## config.mk

```make
export PLATFORM = sky130hd
export DESIGN_NAME = id_operand_fetch
export DESIGN_NICKNAME = d
export VERILOG_FILES = /design/src/rtl/id_operand_fetch.sv
export SDC_FILE = /design/constraint.sdc
export NUM_CORES = 1
export LEC_CHECK = 0
export CAP_MARGIN = 20
export CELL_PAD_IN_SITES_DETAIL_PLACEMENT = 0
export CELL_PAD_IN_SITES_GLOBAL_PLACEMENT = 1
export CORE_ASPECT_RATIO = 0.7
export CORE_MARGIN = 1.5
export CORE_UTILIZATION = 27
export CTS_BUF_LIST = sky130_fd_sc_hd__clkbuf_8
export CTS_CLUSTER_SIZE = 30
export DETAILED_ROUTE_END_ITERATION = 16
export PLACE_DENSITY = 0.88
export SLEW_MARGIN = 20
export SYNTH_ARGS = -nofsm -noshare
export SYNTH_HDL_FRONTEND = slang
export SYNTH_SLANG_ARGS = --single-unit
```

## constraint.sdc

```tcl
create_clock -name clk -period 2.1 [get_ports clk]
set_input_delay 0.21 -clock clk [delete_from_list [all_inputs] [get_ports clk]]
set_output_delay 0.21 -clock clk [all_outputs]
set_load 0.02 [all_outputs]
```

## src/rtl/id_operand_fetch.sv

```systemverilog
// Decode-stage operand fetch: reg_file reads, EX/MEM forwarding, load-use stall into the ID/EX register.
// Latency 1 cycle in to out; holds while out_ready=0 and drops in_ready on hazard, hold or flush.
module id_operand_fetch #(
  parameter int DATA_W = 32,
  parameter int CNT_W  = 16
) (
  input  logic              clk,
  input  logic              rst,
  input  logic              flush,
  input  logic              in_valid,
  output logic              in_ready,
  input  logic [4:0]        in_rs,
  input  logic [4:0]        in_rt,
  input  logic              in_use_rs,
  input  logic              in_use_rt,
  input  logic [4:0]        in_rd,
  input  logic              in_wr_rd,
  input  logic              in_is_load,
  input  logic [DATA_W-1:0] in_imm,
  output logic              r1_en,
  output logic              r2_en,
  output logic [4:0]        r1_addr,
  output logic [4:0]        r2_addr,
  input  logic [DATA_W-1:0] r1_data,
  input  logic [DATA_W-1:0] r2_data,
  input  logic              ex_wr_en,
  input  logic [4:0]        ex_wr_addr,
  input  logic [DATA_W-1:0] ex_wr_data,
  input  logic              ex_is_load,
  input  logic              mem_wr_en,
  input  logic [4:0]        mem_wr_addr,
  input  logic [DATA_W-1:0] mem_wr_data,
  output logic              out_valid,
  input  logic              out_ready,
  output logic [DATA_W-1:0] out_a,
  output logic [DATA_W-1:0] out_b,
  output logic [4:0]        out_rd,
  output logic              out_wr_rd,
  output logic              out_is_load,
  output logic [DATA_W-1:0] out_imm,
  output logic [CNT_W-1:0]  stall_cnt
);

  typedef enum logic {EMPTY = 1'b0, FULL = 1'b1} state_t;

  state_t            state_q, state_d;
  logic              hazard, adv, load, bump;
  logic [DATA_W-1:0] op_a, op_b;

  // A loaded value still in EX cannot be forwarded; that case is the load-use stall instead.
  function automatic logic [DATA_W-1:0] pick(
    input logic              use_src,
    input logic [4:0]        src,
    input logic [DATA_W-1:0] rf_val,
    input logic              ex_en,
    input logic              ex_ld,
    input logic [4:0]        ex_addr,
    input logic [DATA_W-1:0] ex_data,
    input logic              mem_en,
    input logic [4:0]        mem_addr,
    input logic [DATA_W-1:0] mem_data
  );
    if (!use_src || src == 5'd0)                return '0;
    else if (ex_en && !ex_ld && ex_addr == src) return ex_data;
    else if (mem_en && mem_addr == src)         return mem_data;
    else                                        return rf_val;
  endfunction

  assign r1_en   = in_valid & in_use_rs;
  assign r2_en   = in_valid & in_use_rt;
  assign r1_addr = in_rs;
  assign r2_addr = in_rt;

  assign op_a = pick(in_use_rs, in_rs, r1_data, ex_wr_en, ex_is_load, ex_wr_addr, ex_wr_data,
                     mem_wr_en, mem_wr_addr, mem_wr_data);
  assign op_b = pick(in_use_rt, in_rt, r2_data, ex_wr_en, ex_is_load, ex_wr_addr, ex_wr_data,
                     mem_wr_en, mem_wr_addr, mem_wr_data);

  assign hazard = in_valid & ex_wr_en & ex_is_load & (ex_wr_addr != 5'd0) &
                  ((in_use_rs & (in_rs == ex_wr_addr)) | (in_use_rt & (in_rt == ex_wr_addr)));

  always_ff @(posedge clk or negedge rst) begin
    if (!rst) state_q <= EMPTY;
    else      state_q <= state_d;
  end

  always_comb begin
    state_d = state_q;
    if (flush)                      state_d = EMPTY;
    else if (adv && in_valid && !hazard) state_d = FULL;
    else if (adv)                   state_d = EMPTY;
  end

  always_comb begin
    out_valid = (state_q == FULL);
    adv       = out_ready | ~out_valid;
    in_ready  = adv & ~hazard & ~flush;
    load      = ~flush & adv & in_valid & ~hazard;
    bump      = ~flush & adv & hazard;
  end

  always_ff @(posedge clk or negedge rst) begin
    if (!rst) begin
      out_a       <= '0;
      out_b       <= '0;
      out_rd      <= '0;
      out_wr_rd   <= 1'b0;
      out_is_load <= 1'b0;
      out_imm     <= '0;
    end else if (load) begin
      out_a       <= op_a;
      out_b       <= op_b;
      out_rd      <= in_rd;
      out_wr_rd   <= in_wr_rd;
      out_is_load <= in_is_load;
      out_imm     <= in_imm;
    end
  end

  always_ff @(posedge clk or negedge rst) begin
    if (!rst)                          stall_cnt <= '0;
    else if (bump && stall_cnt != '1)  stall_cnt <= stall_cnt + CNT_W'(1);
  end

endmodule

```

==> Yosys cells after proc, flatten, opt, wreduce, memory -nomap -nowiden <==
Index checks and enable logic that the tools add are counted.
{ "op_classes": {"n_addsub": 1, "eq_ne": 7, "muxes": 9, "bitwise_logic": 19, "n_reduce_logical": 18} }
{ "op_table": {"columns": ["operator", "count"], "rows": [
  ["2-to-1 mux 32 bit", 6],
  ["equality test 5 bit", 6],
  ["adder 16 x 1 -> 16 bit (second input constant)", 1],
  ["inequality test 16 bit (second input constant)", 1],
  ["AND 1 bit", 14],
  ["logical NOT 5 bit", 2],
  ["logical AND 1 bit", 8],
  ["nonzero test 5 bit", 1],
  ["logical NOT 1 bit", 4],
  ["2-to-1 mux 1 bit", 3],
  ["NOT 1 bit", 3],
  ["nonzero test 3 bit", 1],
  ["logical OR 1 bit", 2],
  ["OR 1 bit", 2]
]} }
{ "word_totals": {"register_bits": 120, "inputBits": 197, "out_inout_bits": 133, "elab_cells": 62} }

==> Depth between registers and ports, before layout <==
{ "depth": {"depth_word": 8, "ltp_mapped": 8, "depth_no_buf": 6} }

==> Least setup slack after synthesis <==
OpenSTA, ideal clock, no wires.
{ "synth_path": {"kind": "register to register", "from": "register stall_cnt[0]", "to": "register stall_cnt[1]", "setup_time_ps": 125, "arrival_ps": 1942, "required_time_ps": 1975, "setup_slack_ps": 33, "path_stages_with_launch": 6, "n_path_buf": 0, "synth_period_minus_slack_ps": 2067, "cell_sequence": "dfrtp_1 ha_1 and4_1 a311o_1 nor3_2 mux2_2"} }
{ "synth_between": {"elab_chain_cells": 2, "elab_cells_between_ends": 3, "classes_between": "add/sub: 1; eq/ne: 1; reduce/logical: 1"} }
{ "synth_lines": {"columns": ["element", "line", "text"], "rows": [
  ["start: declaration", "41", "output logic [CNT_W-1:0] stall_cnt"],
  ["start signal: assignment", "122", "else if (bump && stall_cnt != '1) stall_cnt <= stall_cnt + CNT_W'(1);"],
  ["branches (longest 2 deep; another with adder 16 x 1 -> 16 bit)", null, null]
]} }
Parallel ways; which one is timed is not known.
A chain may end at the register's enable or synchronous reset.

==> Final worst setup path <==
{ "layout_path": {"from": "input in_rs[3]", "to": "register out_a[14]"} }
{ "layout_between": {"elab_chain_cells": 6, "elab_cells_between_ends": 15, "classes_between": "eq/ne: 3; mux: 3; bitwise: 5; reduce/logical: 4"} }
{ "layout_lines": {"columns": ["element", "line", "text"], "rows": [
  ["start: declaration", "12", "input logic [4:0] in_rs,"],
  ["equality test 5 bit", "64, 80", null],
  ["AND 1 bit", "80", "((in_use_rs & (in_rs == ex_wr_addr)) | (in_use_rt & (in_rt == ex_wr_addr)));"],
  ["OR 1 bit", "80", null],
  ["AND 1 bit", "79", "assign hazard = in_valid & ex_wr_en & ex_is_load & (ex_wr_addr != 5'd0) &"],
  ["NOT 1 bit", "98", "load = ~flush & adv & in_valid & ~hazard;"],
  ["AND 1 bit", "98", null],
  ["end signal: assignment", "111", "out_a <= op_a;"],
  ["end: declaration", "35", "output logic [DATA_W-1:0] out_a,"]
]} }
Several ways; a longest one is shown, not always the timed one.

==> flow_metrics.env <==
export IMPL_worstPathArrival_ps=2410
export IMPL_relSlewSlack_pct=68.64
export IMPL_initial_core_util_pct=27.82
export IMPL_syn_cell_area_um2=6356
export IMPL_final_nets=1200
export IMPL_fp_dieW_um=186.4
export IMPL_fmax_mhz=482.1
export IMPL_syn_to_final_growth_pct=80.55
export IMPL_grt_max_degree=53
export IMPL_wl_met3_um=1779
export IMPL_cp_end_kind="flop"
export IMPL_hpwlAfterDp_um=18770
export IMPL_synth_edf_count=0
export IMPL_num_vias=6423
export IMPL_path_max_fanout=6
export IMPL_p_leak_uw=0.005205
export IMPL_skew_ps=16.98
export IMPL_rsz0062_at_grt="true"
export IMPL_wl_met2_um=11760
export IMPL_layout_min_cycle_time_ps=2074
export IMPL_gp_congestion=0.9148
export IMPL_p_per_area_nw_per_um2=627.1
export IMPL_h_tree_depth=4
export IMPL_drt_total_wl_um=25410
export IMPL_port_buffers=329
export IMPL_required_ps=2440
export IMPL_cts_buffer_depth=2
export IMPL_cts_tree="yes"
export IMPL_yosysUniqueCellTypes=44
export IMPL_drive_above_1_share_pct=19.90
export IMPL_met1_length_um=11630
export IMPL_dieArea_um2=24490
export IMPL_drtIter0Drc=278
export IMPL_diodes=0
export IMPL_route_detailed_drc=0
export IMPL_via_per_inst=4.840
export IMPL_clock_latency_ps=450
export IMPL_antenna_found_initial=0
export IMPL_hold_class="in2async"
export IMPL_grt_pass1_vias=6858
export IMPL_finalSetupViolCount=0
export IMPL_numCtsBuffers=17
export IMPL_r2r_setup_slack_ps=150
export IMPL_synth_seq_area_share_pct=47.24
export IMPL_syn_area_per_cell_um2=10.52
export IMPL_detail_route_antenna_nets=0
export IMPL_status="completed"
export IMPL_synth_seq_cells=120
export IMPL_overflow=0
export IMPL_grt_pass1_wl_um=38370
export IMPL_top_layer_used="met4"
export IMPL_io_pins=330
export IMPL_peakVddDrop_uv=343.3
export IMPL_final_cells=1327
export IMPL_start_kind="input pin"
export IMPL_dr_pass1_iters=5
export IMPL_hold_viol=0
export IMPL_grt_use_total_pct=19.95
export IMPL_maxCapViolations=0
export IMPL_drt_wirelength_per_cell_um=19.15
export IMPL_worst_pin_slew_ps=458.5
export IMPL_netlist_instances=604
export IMPL_root_buffer="clkbuf_8"
export IMPL_clock_sinks=120
export IMPL_dp_slack_ps=-750.9
export IMPL_syn_nets=802
export IMPL_fin_ws_ps=25.83
export IMPL_yosysWarnings=0
export IMPL_dp_cells=1286
export IMPL_drv_slew=0
export IMPL_finalPower_uw=7197
export IMPL_post_route_period_util_pct=98.77
export IMPL_clkSlewWorstSetupHoldPaths_ps=100
export IMPL_num_rows=46
export IMPL_ys_flop_type="dfrtp_1"
export IMPL_core_area_um2=22850
export IMPL_holdWs_ps=210.3
export IMPL_worstSetupPathType="in2reg"
export IMPL_ys_async_sr_fraction_pct=100.0
export IMPL_die_h_um=131.4
cells in the mapped netlist (2+ instances only):
cell       instances  area share (%)
a2111oi_0         32             4.4
a211oi_1          32             3.8
a21o_1            32             3.8
a21oi_1            2            0.16
and2_1             5            0.49
and4_1             4            0.55
buf_2             12            0.94
buf_4             11             1.3
buf_6              3            0.53
clkbuf_1          27             1.6
dfrtp_1          120              47
inv_1              3            0.18
mux2_2            40             7.1
mux2i_1           32             5.0
nand2_1           40             2.4
nand3_1            9            0.71
nand4_1            7            0.69
nor2_1            68             4.0
nor2b_1           35             3.4
nor3_1             4            0.31
nor4_1             2            0.20
o21ai_0            2            0.16
o31ai_1           32             3.8
or4_1              2            0.24
xnor2_1           23             3.2
xor2_1             7            0.96
registers in the layout, summed over array words and instances (netlist names):
register and count:
out_valid 1, out_imm 32, out_wr_rd 1, out_b 32, out_is_load 1, out_a 32, out_rd 5, stall_cnt 16
critical path, stage by stage:
cell and delay, ps:
clkdlybuf4s50_1 510, xnor2_1 150, nand3_2 130, buf_4 150, buf_4 130, buf_4 120
buf_4 130, nor2_4 110, and2_4 270, clkbuf_16 200, a211oi_1 60, o31ai_1 230
where the power goes:
| group | switching [µW] | internal, µW | leakage [µW] |
|---|---|---|---|
| Clock | 1250 | 915 | 0.000204 |
| Sequential | 163 | 2600 | 0.00153 |
| Combinational | 1020 | 1250 | 0.00347 |
| Total | 2440 | 4760 | 0.00521 |
final cells by class:
type	instances	area [µm²]
clock buffers	17	234.0
multi-input cells	428	3209
repair buffers	432	4458
clock inverters	15	170.2
flip-flops and latches	120	3003
inverters	3	11.26
fillers	2111	11370
well taps	312	390.4
logic make-up after synthesis:
family / after synthesis / synth area share (%)
adder cells (fa/ha/maj): 1 / 0.1968
AO/OA/AOI/OAI: 140 / 17.32
flip-flops: 120 / 47.24
buffers and inverters: 56 / 4.547
AND/OR/NAND/NOR: 185 / 14.43
multiplexers: 72 / 12.13
XOR/XNOR: 30 / 4.134
metal layers:
layer | vias to the layer above | track usage [%]
li1 | 3004 | -
met1 | 3156 | 25.23
met2 | 244 | 33.29
met3 | 19 | 6.490
met4 | 0 | 3.884
met5 | - | 0
what timing repair did:
item                                   CTS  global route
gates resized for setup                 15            37
setup endpoints to repair               28            96
endpoints found under the hold margin  104             0
hold buffers                             1             0
cloned                                   0             5
pin swaps                                1            16
setup buffers                            3             0
cells in the final DEF, fill, tap and decap left out, types with 4 or more instances in the layout:
| master | synthesis | final |
|---|---|---|
| nand3_1 | 9 | 7 |
| a211oi_1 | 32 | 32 |
| xor2_1 | 7 | 7 |
| and2_1 | 5 | 4 |
| dlymetal6s2s_1 | 0 | 10 |
| clkbuf_16 | 0 | 4 |
| nand2_1 | 40 | 39 |
| buf_4 | 11 | 72 |
| a2111oi_1 | 0 | 4 |
| mux2_2 | 40 | 40 |
| a21o_1 | 32 | 32 |
| o31ai_1 | 32 | 32 |
| buf_6 | 3 | 4 |
| mux2i_1 | 32 | 32 |
| inv_8 | 0 | 7 |
| a2111oi_0 | 32 | 20 |
| inv_6 | 0 | 4 |
| nand4_1 | 7 | 7 |
| xnor2_2 | 0 | 5 |
| and4_1 | 4 | 4 |
| clkdlybuf4s50_1 | 0 | 316 |
| nor3_1 | 4 | 4 |
| xnor2_1 | 23 | 18 |
| buf_12 | 0 | 23 |
| nor2_1 | 68 | 67 |
| a2111oi_2 | 0 | 8 |
| nor2b_1 | 35 | 35 |
| dfrtp_1 | 120 | 120 |
| clkbuf_8 | 0 | 17 |
worst paths after layout:
| kind | from | endpoint | cells after the start |
|---|---|---|---|
| max | in_rs[3] | out_a[14] | 12 |
| min | rst | out_a[28] | 2 |
| max reg2reg | stall_cnt[0] | stall_cnt[1] | 6 |
| min reg2reg | out_a[4] | out_a[4] | 2 |
| max in group asynchronous | rst | out_b[6] | 3 |
| min in group clk | in_imm[30] | out_imm[30] | 2 |
metrics by stage:
step	area, µm²	setup TNS, ps	utilization, %
2_1_floorplan	6356	0	-
3_3_place_gp	10770	-45370	47.13
3_5_place_dp	10770	-48020	47.13
4_1_cts	11230	-15.90	49.16
5_1_grt	11480	-203.1	50.22
6_report	11480	0	50.22
(Power assumes the default switching activity.)
